==> src/rtl/multicycle_controller_if.sv <==
// Purpose: groups the controller's instruction fields, status flags, memory handshake and datapath controls.
// Latency: none, signal bundle only.
// Backpressure: i_memReady completes the access that o_memReq requests; the controller holds its request until then.
interface multicycle_controller_if #(
    parameter int ALU_CONTROL_W = 4
);
    logic [6:0]               i_op;
    logic [2:0]               i_funct3;
    logic                     i_funct7bit5;
    logic                     i_zero;
    logic                     i_memReady;
    logic                     o_memReq;
    logic                     o_memWrite;
    logic                     o_adrSrc;
    logic                     o_irWrite;
    logic                     o_pcWrite;
    logic                     o_regWrite;
    logic [1:0]               o_resultSrc;
    logic [1:0]               o_aluSrcA;
    logic [1:0]               o_aluSrcB;
    logic [1:0]               o_immSrc;
    logic [ALU_CONTROL_W-1:0] o_aluControl;
    logic                     o_illegal;

    // controller side
    modport master (
        input  i_op, i_funct3, i_funct7bit5, i_zero, i_memReady,
        output o_memReq, o_memWrite, o_adrSrc, o_irWrite, o_pcWrite, o_regWrite,
        output o_resultSrc, o_aluSrcA, o_aluSrcB, o_immSrc, o_aluControl, o_illegal
    );

    // datapath / memory side
    modport slave (
        output i_op, i_funct3, i_funct7bit5, i_zero, i_memReady,
        input  o_memReq, o_memWrite, o_adrSrc, o_irWrite, o_pcWrite, o_regWrite,
        input  o_resultSrc, o_aluSrcA, o_aluSrcB, o_immSrc, o_aluControl, o_illegal
    );
endinterface

==> src/rtl/multicycle_controller.sv <==
// Purpose: multicycle RV32I control FSM (lw, sw, R-type, I-type ALU, beq, jal), sticky trap on illegal ops; RV_BNE_EN adds bne.
// Latency: outputs decoded from the current state; 3 to 5 cycles per instruction plus memory wait cycles.
// Backpressure: FETCH/MEMREAD/MEMWRITE hold their request until i_memReady; WAIT_TIMEOUT stalled cycles trap (0 = wait forever).
module multicycle_controller #(
    parameter int ALU_CONTROL_W = 4,
    parameter int WAIT_TIMEOUT  = 255
) (
    input  logic                    i_clk,
    input  logic                    i_rst,
    multicycle_controller_if.master bus
);
    typedef enum logic [3:0] {
        S_FETCH, S_DECODE, S_MEMADR, S_MEMREAD, S_MEMWB, S_MEMWRITE,
        S_EXECUTER, S_EXECUTEI, S_ALUWB, S_BRANCH, S_JAL, S_TRAP
    } state_t;

    localparam logic [6:0] OP_LW   = 7'b0000011;
    localparam logic [6:0] OP_SW   = 7'b0100011;
    localparam logic [6:0] OP_R    = 7'b0110011;
    localparam logic [6:0] OP_I    = 7'b0010011;
    localparam logic [6:0] OP_BR   = 7'b1100011;
    localparam logic [6:0] OP_JAL  = 7'b1101111;
    localparam logic [3:0] ALU_ADD = 4'b0000;
    localparam logic [3:0] ALU_SUB = 4'b1000;

    localparam int CNT_W      = (WAIT_TIMEOUT > 1) ? $clog2(WAIT_TIMEOUT + 1) : 1;
    localparam int CNT_LAST_I = (WAIT_TIMEOUT > 0) ? WAIT_TIMEOUT - 1 : 0;
    localparam logic [CNT_W-1:0] CNT_LAST = CNT_W'(CNT_LAST_I);

    state_t           state, state_nxt;
    logic [CNT_W-1:0] wait_cnt, wait_cnt_nxt;
    logic             timeout;
    logic             branch_ok;
    logic             branch_taken;
    logic [3:0]       alu_r, alu_i, alu_code;

    logic       mem_req, mem_write, adr_src, ir_write, pc_write, reg_write, illegal;
    logic [1:0] result_src, alu_src_a, alu_src_b, imm_src;

    // the stall that would bring the count to WAIT_TIMEOUT traps instead, unless ready arrives with it
    assign timeout = (WAIT_TIMEOUT != 0) && (wait_cnt == CNT_LAST);

    assign alu_r = {bus.i_funct7bit5, bus.i_funct3};
    assign alu_i = (bus.i_funct3 == 3'b101) ? {bus.i_funct7bit5, 3'b101} : {1'b0, bus.i_funct3};

`ifdef RV_BNE_EN
    assign branch_ok    = (bus.i_funct3 == 3'b000) || (bus.i_funct3 == 3'b001);
    assign branch_taken = (bus.i_funct3 == 3'b001) ? ~bus.i_zero : bus.i_zero;
`else
    assign branch_ok    = (bus.i_funct3 == 3'b000);
    assign branch_taken = bus.i_zero;
`endif

    // state and wait-counter registers, synchronous reset back to FETCH
    always_ff @(posedge i_clk) begin
        if (i_rst) begin
            state    <= S_FETCH;
            wait_cnt <= '0;
        end else begin
            state    <= state_nxt;
            wait_cnt <= wait_cnt_nxt;
        end
    end

    // next-state and control decode; counter is zero unless a waiting state stays put
    always_comb begin
        state_nxt    = state;
        wait_cnt_nxt = '0;
        mem_req      = 1'b0;
        mem_write    = 1'b0;
        adr_src      = 1'b0;
        ir_write     = 1'b0;
        pc_write     = 1'b0;
        reg_write    = 1'b0;
        illegal      = 1'b0;
        result_src   = 2'b00;
        alu_src_a    = 2'b00;
        alu_src_b    = 2'b00;
        alu_code     = ALU_ADD;

        case (bus.i_op)
            OP_SW:   imm_src = 2'b01;
            OP_BR:   imm_src = 2'b10;
            OP_JAL:  imm_src = 2'b11;
            default: imm_src = 2'b00;
        endcase

        case (state)
            S_FETCH: begin
                mem_req    = 1'b1;
                alu_src_b  = 2'b10;
                result_src = 2'b10;
                if (bus.i_memReady) begin
                    ir_write  = 1'b1;
                    pc_write  = 1'b1;
                    state_nxt = S_DECODE;
                end else if (timeout) begin
                    state_nxt = S_TRAP;
                end else begin
                    wait_cnt_nxt = wait_cnt + CNT_W'(1);
                end
            end
            S_DECODE: begin
                alu_src_a = 2'b01;
                alu_src_b = 2'b01;
                case (bus.i_op)
                    OP_LW, OP_SW: state_nxt = S_MEMADR;
                    OP_R:         state_nxt = S_EXECUTER;
                    OP_I:         state_nxt = S_EXECUTEI;
                    OP_BR:        state_nxt = branch_ok ? S_BRANCH : S_TRAP;
                    OP_JAL:       state_nxt = S_JAL;
                    default:      state_nxt = S_TRAP;
                endcase
            end
            S_MEMADR: begin
                alu_src_a = 2'b10;
                alu_src_b = 2'b01;
                state_nxt = (bus.i_op == OP_SW) ? S_MEMWRITE : S_MEMREAD;
            end
            S_MEMREAD, S_MEMWRITE: begin
                mem_req   = 1'b1;
                mem_write = (state == S_MEMWRITE);
                adr_src   = 1'b1;
                if (bus.i_memReady) begin
                    state_nxt = (state == S_MEMWRITE) ? S_FETCH : S_MEMWB;
                end else if (timeout) begin
                    state_nxt = S_TRAP;
                end else begin
                    wait_cnt_nxt = wait_cnt + CNT_W'(1);
                end
            end
            S_MEMWB: begin
                result_src = 2'b01;
                reg_write  = 1'b1;
                state_nxt  = S_FETCH;
            end
            S_EXECUTER: begin
                alu_src_a = 2'b10;
                alu_code  = alu_r;
                state_nxt = S_ALUWB;
            end
            S_EXECUTEI: begin
                alu_src_a = 2'b10;
                alu_src_b = 2'b01;
                alu_code  = alu_i;
                state_nxt = S_ALUWB;
            end
            S_ALUWB: begin
                reg_write = 1'b1;
                state_nxt = S_FETCH;
            end
            S_BRANCH: begin
                alu_src_a = 2'b10;
                alu_code  = ALU_SUB;
                pc_write  = branch_taken;
                state_nxt = S_FETCH;
            end
            S_JAL: begin
                // PC takes the target precomputed in DECODE; ALUWB then writes oldPC+4 to rd
                alu_src_a = 2'b01;
                alu_src_b = 2'b10;
                pc_write  = 1'b1;
                state_nxt = S_ALUWB;
            end
            S_TRAP: begin
                illegal = 1'b1;
            end
            default: state_nxt = S_FETCH;
        endcase

        // reset silences every enable and the trap flag in the cycle it is asserted
        if (i_rst) begin
            mem_req   = 1'b0;
            mem_write = 1'b0;
            ir_write  = 1'b0;
            pc_write  = 1'b0;
            reg_write = 1'b0;
            illegal   = 1'b0;
        end
    end

    assign bus.o_memReq      = mem_req;
    assign bus.o_memWrite    = mem_write;
    assign bus.o_adrSrc      = adr_src;
    assign bus.o_irWrite     = ir_write;
    assign bus.o_pcWrite     = pc_write;
    assign bus.o_regWrite    = reg_write;
    assign bus.o_resultSrc   = result_src;
    assign bus.o_aluSrcA     = alu_src_a;
    assign bus.o_aluSrcB     = alu_src_b;
    assign bus.o_immSrc      = imm_src;
    assign bus.o_aluControl  = ALU_CONTROL_W'(alu_code);
    assign bus.o_illegal     = illegal;
endmodule

==> src/flat_wrapper.sv <==
// flat-port wrapper written by rule: the top's interface ports become plain ports
module multicycle_controller_flat 
#(
    parameter int ALU_CONTROL_W = 4,
    parameter int WAIT_TIMEOUT  = 255
)
  (i_clk, i_rst, bus_i_op, bus_i_funct3, bus_i_funct7bit5, bus_i_zero, bus_i_memReady, bus_o_memReq, bus_o_memWrite, bus_o_adrSrc, bus_o_irWrite, bus_o_pcWrite, bus_o_regWrite, bus_o_resultSrc, bus_o_aluSrcA, bus_o_aluSrcB, bus_o_immSrc, bus_o_aluControl, bus_o_illegal);
  multicycle_controller_if #(.ALU_CONTROL_W(ALU_CONTROL_W)) bus_i ();
  input  logic i_clk;
  input  logic i_rst;
  input wire logic [$bits(bus_i.i_op)-1:0] bus_i_op;
  input wire logic [$bits(bus_i.i_funct3)-1:0] bus_i_funct3;
  input wire logic [$bits(bus_i.i_funct7bit5)-1:0] bus_i_funct7bit5;
  input wire logic [$bits(bus_i.i_zero)-1:0] bus_i_zero;
  input wire logic [$bits(bus_i.i_memReady)-1:0] bus_i_memReady;
  output wire logic [$bits(bus_i.o_memReq)-1:0] bus_o_memReq;
  output wire logic [$bits(bus_i.o_memWrite)-1:0] bus_o_memWrite;
  output wire logic [$bits(bus_i.o_adrSrc)-1:0] bus_o_adrSrc;
  output wire logic [$bits(bus_i.o_irWrite)-1:0] bus_o_irWrite;
  output wire logic [$bits(bus_i.o_pcWrite)-1:0] bus_o_pcWrite;
  output wire logic [$bits(bus_i.o_regWrite)-1:0] bus_o_regWrite;
  output wire logic [$bits(bus_i.o_resultSrc)-1:0] bus_o_resultSrc;
  output wire logic [$bits(bus_i.o_aluSrcA)-1:0] bus_o_aluSrcA;
  output wire logic [$bits(bus_i.o_aluSrcB)-1:0] bus_o_aluSrcB;
  output wire logic [$bits(bus_i.o_immSrc)-1:0] bus_o_immSrc;
  output wire logic [$bits(bus_i.o_aluControl)-1:0] bus_o_aluControl;
  output wire logic [$bits(bus_i.o_illegal)-1:0] bus_o_illegal;
  assign bus_i.i_op = bus_i_op;
  assign bus_i.i_funct3 = bus_i_funct3;
  assign bus_i.i_funct7bit5 = bus_i_funct7bit5;
  assign bus_i.i_zero = bus_i_zero;
  assign bus_i.i_memReady = bus_i_memReady;
  assign bus_o_memReq = bus_i.o_memReq;
  assign bus_o_memWrite = bus_i.o_memWrite;
  assign bus_o_adrSrc = bus_i.o_adrSrc;
  assign bus_o_irWrite = bus_i.o_irWrite;
  assign bus_o_pcWrite = bus_i.o_pcWrite;
  assign bus_o_regWrite = bus_i.o_regWrite;
  assign bus_o_resultSrc = bus_i.o_resultSrc;
  assign bus_o_aluSrcA = bus_i.o_aluSrcA;
  assign bus_o_aluSrcB = bus_i.o_aluSrcB;
  assign bus_o_immSrc = bus_i.o_immSrc;
  assign bus_o_aluControl = bus_i.o_aluControl;
  assign bus_o_illegal = bus_i.o_illegal;
  multicycle_controller #(.ALU_CONTROL_W(ALU_CONTROL_W), .WAIT_TIMEOUT(WAIT_TIMEOUT)) u_core (.i_clk(i_clk), .i_rst(i_rst), .bus(bus_i));
endmodule
==> config.mk <==
export PLATFORM = sky130hd
export DESIGN_NAME = multicycle_controller_flat
export DESIGN_NICKNAME = d
export VERILOG_FILES = /design/src/rtl/multicycle_controller_if.sv /design/src/rtl/multicycle_controller.sv /design/src/flat_wrapper.sv
export SDC_FILE = /design/constraint.sdc
export NUM_CORES = 1
export LEC_CHECK = 0
export BUFFER_PORTS_ARGS = -buffer_cell sky130_fd_sc_hd__buf_2
export CORE_MARGIN = 10
export CORE_UTILIZATION = 49
export DETAILED_ROUTE_END_ITERATION = 10
export GPL_TIMING_DRIVEN = 0
export PLACE_DENSITY = 0.78
export SETUP_SLACK_MARGIN = 0.15
export SLEW_MARGIN = 25
export SYNTH_ARGS = -nofsm -noshare
export SYNTH_HDL_FRONTEND = slang
export SYNTH_SLANG_ARGS = --single-unit
export TNS_END_PERCENT = 1
==> constraint.sdc <==
create_clock -name i_clk -period 2 [get_ports i_clk]
set_input_delay 0.3 -clock i_clk [delete_from_list [all_inputs] [get_ports i_clk]]
set_output_delay 0.3 -clock i_clk [all_outputs]
set_load 0.01 [all_outputs]
==> reports/qor.csv, run 1 <==
metric;value;unit
unrepaired setup endpoints after global routing;true;
Area Growth Syn to Fin;33.66;%
Layout Skew;2.486;ps
VDD IR-drop max;0.6975;mV
Max Cap Violations;0;
core area;0.001962;mm^2
Inserted Diodes;0;
Gate Count Post-Synth;140;
GRT Total Usage;13.76;%
Syn Nets;157;
Die H;65.51;um
Final Wtd Congestion;0.9775;
Final Hold Fails;0;
Placed Cells incl. Taps;199;
antenna violations before repair;0;
Synth top area share;23.67;%
clock buffer depth;2;
CTS tree;yes;
Die W;65.51;um
Worst Hold Class;input pin to flip-flop;
setup violators final;0;
TritonCTS Sinks;12;
layout cells sized above 1;34.81;%
GRT Residual Overflow;0;
critical path class;flip-flop to output pin;
Crit. Startpoint;u_core.state[0];
RR Endpoint;u_core.state[0];
flop-to-flop setup slack;280;ps
Setup TNS;0;ps
port bufs;32;
DPL Wire Length;2345;um
end of the critical path;bus_o_pcWrite;
most frequent cells after synthesis;nor2_1 (19), dfxtp_1 (12), nand2_1 (9);
Max transition margin;66.14;%
reg2reg start;u_core.state[0];
asr flop ratio synth;0;%
vias in the first global route;1148;
die area;0.004291;mm^2
wire length of the first global-routing pass;5009;um
Tightest Pin Transition;508.0;ps
vias;1223;
ranking of synthesized cells by area;dfxtp_1 (24%), nor2_1 (7.0%), and3_1 (4.3%);
most common cell in the netlist;nor2_1;
HP Start;bus_i_op[4];
worst hold path stage count;4;
Critical Path AT;1560;ps
sequential-to-total area share from yosys stat;23.67;%
Yosys reg bits;12;
number of synthesized flops with an enable pin;0;
Site Rows;16;
Initial Utilization;51.72;%
minimum clock period;1857;ps
largest net degree at the start of global routing;11;
WP data required;1700;ps
status;finished, final reports clean;
Peak Freq;538.6;MHz
LEAKAGE;0.5946;nW
later-pin clock latency in the skew report;270;ps
Reg2Reg Depth;6;
fin crit share;92.84;%
Mapped Area;0.001015;mm^2
drt drc;0;
worst-path fanout max;10;
total CTS buffers;3;
Netlist cell types;46;
Synth Flop Type;dfxtp_1;
CP Capture Type;output pin;
Detail Route Antenna Nets;0;
wire per inst;15.27;um
drt initial violations;144;
Power per Cell Area;1181;mW/mm^2
cell taking the most area after synthesis;dfxtp_1;
Slew Viols, Final;0;
total wire length;3177;um
htree depth;1;
Synth Warn #;0;
synthesized area per cell;7.248;um^2
Root Driver;clkbuf_4;
IO Count;34;
DRT Pass-1 Iters;4;
CP Launch Type;flip-flop;
Reg clk slew, reported paths;80;ps
DR vias/cell;5.880;
Nets;199;
final std cells w/o fill;208;
state kept, by name, indices dropped and copies added, names as in the netlist:
register,cells
u_core.state,4
u_core.wait_cnt,8
worst min path at each step:
stage                                     to  slack (ps)
after floorplan           u_core.wait_cnt[0]         450
after global placement    u_core.wait_cnt[0]         470
after detailed placement  u_core.wait_cnt[0]         490
after CTS                    u_core.state[2]         400
after global routing         u_core.state[2]         440
final                        u_core.state[2]         410
where the power goes:
| part | switching, mW | total [mW] | internal, mW |
|---|---|---|---|
| logic | 0.622 | 1.11 | 0.487 |
| clock network | 0.0830 | 0.194 | 0.111 |
| registers | 0.0231 | 0.299 | 0.276 |
layout make-up:
class	count	area [um^2]
inverters	3	15.01
well taps	27	33.78
clock buffers	4	36.28
multi-input cells	115	768.2
repair buffers	37	197.7
fillers	181	605.6
flip-flops and latches	12	241.5
plain buffers	10	63.81
through the flow:
stage | util [%] | hold slack [ps] | setup slack (ps) | instance area, um^2 | total power, mW
3_5_place_dp | 61.61 | 486.6 | 180.5 | 1209 | 1.194
6_report | 69.13 | 411.1 | 143.2 | 1356 | 1.602
3_3_place_gp | 61.61 | 470.2 | 216.6 | 1209 | 1.177
2_1_floorplan | - | 452.8 | 372.7 | 1015 | 0.9334
4_1_cts | 64.09 | 401.5 | 92.96 | 1257 | 1.408
5_1_grt | 69.13 | 442.0 | 41.16 | 1356 | 1.724
kinds of logic (layout without fill, tap and decap cells):
logic type / count (synthesis) / count (layout) / synth area share (%)
AOI/OAI and AO/OA: 30 / 30 / 20.10
xor gates and xnor gates: 7 / 7 / 6.042
adders and majority gates: 2 / 2 / 2.466
and+or+nand+nor: 76 / 76 / 41.92
DFF: 12 / 12 / 23.67
buffers and inverters: 13 / 54 / 5.795
routing by layer:
metal  up-vias  GRT usage, %  routed length, um
met4         0         3.743                 29
met2        57         23.05               1539
li1        599             -                  -
met5         -             0                  0
met3         4         4.915                257
met1       563         16.12               1350
placed cells by master, fill, tap and decap left out, drive strengths merged, types with 2 or more instances in the layout:
cell / instances
nand3: 5
clkbuf: 9
nand3b: 2
nor2b: 3
nand2: 9
nand2b: 5
a31oi: 2
a21oi: 5
nor3b: 2
nor2: 19
and3: 7
nor4: 3
nor3: 8
inv: 2
dfxtp: 12
a32oi: 2
xor2: 5
ha: 2
buf: 42
o311ai: 2
nand4: 4
o21ai: 8
a211oi: 2
xnor2: 2
worst max-delay path: stages, from the launching register on:
cell	delay, ps
dfxtp_1	330
buf_6	140
clkinvlp_4	200
nor2_4	150
nand3_1	90
a211oi_1	200
buf_2	170
what timing repair did:
action	4_1_cts	5_1_grt
hold buffers	0	0
endpoints found under the hold margin	0	0
gates resized for setup	6	23
endpoints found under the setup margin	15	14
pin swaps	0	2
buffers inserted	0	5
No activity file was read; power rests on OpenSTA's default activity.
==> run 2, diff against run 1 <==
--- a/config.mk
+++ b/config.mk
@@ -5,7 +5,7 @@
 export SDC_FILE = /design/constraint.sdc
 export NUM_CORES = 1
 export LEC_CHECK = 0
-export BUFFER_PORTS_ARGS = -buffer_cell sky130_fd_sc_hd__buf_2
+export BUFFER_PORTS_ARGS = -buffer_cell sky130_fd_sc_hd__buf_4
 export CORE_MARGIN = 10
 export CORE_UTILIZATION = 49
 export DETAILED_ROUTE_END_ITERATION = 10
==> reports/qor.csv, run 2 (synthesis gave the netlist of run 1 again) <==
metric;value;unit;change
LEAKAGE;0.6172;nW;+3.8%
Crit. Startpoint;u_core.state[3];;
CTS tree;yes;;
htree depth;1;;unchanged
unrepaired setup endpoints after global routing;true;;
DRT Pass-1 Iters;4;;unchanged
largest net degree at the start of global routing;11;;unchanged
CP Capture Type;output pin;;
critical path class;flip-flop to output pin;;
Area Growth Syn to Fin;43.90;%;
max reg flops;8;;unchanged
footprint of the multi-input gates;777.0;um^2;+1.1%
wire per inst;15.37;um;+0.65%
most common cell after layout, fill and taps aside;buf_4;;
hold_buf cts;0;;unchanged
Max Cap Violations;0;;unchanged
Power, Total;1.725;mW;+7.7%
met1 WL;1371;um;+1.6%
Reg clk slew, reported paths;80;ps;about the same
WL met3;256;um;-0.39%
commonest non-fill, non-tap cells in the layout;buf_4 (40), nor2_1 (17), dfxtp_1 (11), nand2_1 (8);;
die area;0.004291;mm^2;unchanged
VDD IR-drop max;0.7678;mV;+10%
total CTS buffers;3;;unchanged
Initial Utilization;51.72;%;unchanged
total wire length;3213;um;+1.1%
largest registers;u_core.wait_cnt: 8 flops, u_core.state: 4 flops;;
Peak Freq;547.1;MHz;+1.6%
WP data required;1700;ps;about the same
antenna violations before repair;0;;unchanged
HP Start;bus_i_op[4];;
layout cells sized above 1;35.71;%;+0.91 points
Site Rows;16;;unchanged
Critical Path AT;1530;ps;-30 ps
status;finished, final reports clean;;
Slew Viols, Final;0;;unchanged
setup violators final;0;;unchanged
Die H;65.51;um;unchanged
fin crit share;91.40;%;-1.4 points
Detail Route met2 WL;1547;um;+0.52%
CP Launch Type;flip-flop;;
Nets;200;;+0.50%
Final Wtd Congestion;0.9226;;-5.6%
wire length of the first global-routing pass;4747;um;-5.2%
GRT Total Usage;13.11;%;-0.65 points
total area of sequential cells;241.5;um^2;unchanged
Top Metal Used;met4;;
GRT Residual Overflow;0;;unchanged
hold_ws;358.0;ps;-53.11 ps
IO Count;34;;unchanged
Root Driver;clkbuf_4;;
DPL Wire Length;2342;um;-0.12%
DR vias/cell;6.000;;+2.0%
Final Hold Fails;0;;unchanged
port bufs;32;;unchanged
drt drc;0;;unchanged
Worst Hold Class;input pin to flip-flop;;
minimum clock period;1828;ps;-28.87 ps
clock buffer depth;2;;unchanged
drt initial violations;89;;-38%
Tightest Pin Transition;515.0;ps;+7.062 ps
reg2reg start;u_core.state[0];;
Layout Skew;1.613;ps;-0.8731 ps
worst-path fanout max;10;;unchanged
Max transition margin;65.66;%;-0.47 points
Power per Cell Area;1181;mW/mm^2;about the same
Inserted Diodes;0;;unchanged
Detail Route Antenna Nets;0;;unchanged
Setup TNS;0;ps;unchanged
Fill cells;159;;-12%
most flop-heavy register;u_core.wait_cnt;;
later-pin clock latency in the skew report;280;ps;about the same
core area;0.001962;mm^2;unchanged
vias in the first global route;1055;;-8.1%
TritonCTS Sinks;12;;unchanged
vias;1254;;+2.5%
Die W;65.51;um;unchanged
[run 2: cell types whose count changed in the layout (fill, tap and decap cells not counted), sizes merged]
| cell | change |
|---|---|
| buf | +3 |
| clkbuf | -2 |
[run 2: power breakdown]
group,internal [mW],leakage (nW),switching (mW)
clock network,0.111,0.0210,0.0863
registers,0.276,0.0980,0.0221
logic,0.579,0.498,0.651
total,0.966,0.617,0.759
[run 2: metal layers]
metal | vias to the layer above | track usage, %
met3 | 4 | 5.424
met2 | 53 | 20.00
met1 | 591 | 16.25
li1 | 606 | -
met4 | 0 | 4.278
met5 | - | 0
[run 2: path summary, 6_finish.rpt]
check,end,slack (ps),cells past startpoint
max reg2reg,u_core.state[0],350,6
min,u_core.state[2],360,4
max,bus_o_pcWrite,170,6
min reg2reg,u_core.wait_cnt[0],500,1
[run 2: through the flow]
| stage | instances | setup slack (ps) | area (um^2) | utilization [%] |
|---|---|---|---|---|
| 6_report | 209 | 172.1 | 1460 | 74.43 |
| 5_1_grt | 209 | 64.51 | 1460 | 74.43 |
| 4_1_cts | 203 | 108.1 | 1353 | 68.94 |
| 3_5_place_dp | 199 | 182.9 | 1289 | 65.69 |
| 3_3_place_gp | 199 | 216.6 | 1289 | 65.69 |
| 2_1_floorplan | 140 | 372.7 | 1015 | - |
[run 2: final cells by class]
class | count | area share, %
inverter | 3 | 1.028
sequential | 12 | 16.54
clock buffer | 4 | 2.485
multi-input combinational | 115 | 53.21
buffer | 10 | 4.627
tap | 27 | 2.314
timing repair buffer | 38 | 19.79
[run 2: worst max-delay path: stages, from the launching register on]
cell and delay, ps:
dfxtp_1 300, buf_4 170, nor2_4 140, nand2_1 80, a21o_1 200, a211oi_2 210, buf_4 150
[run 2: repair_timing]
item / CTS / global route
pin swaps: 0 / 2
gates resized for setup: 10 / 24
endpoints found under the setup margin: 14 / 14
buffers inserted: 0 / 6
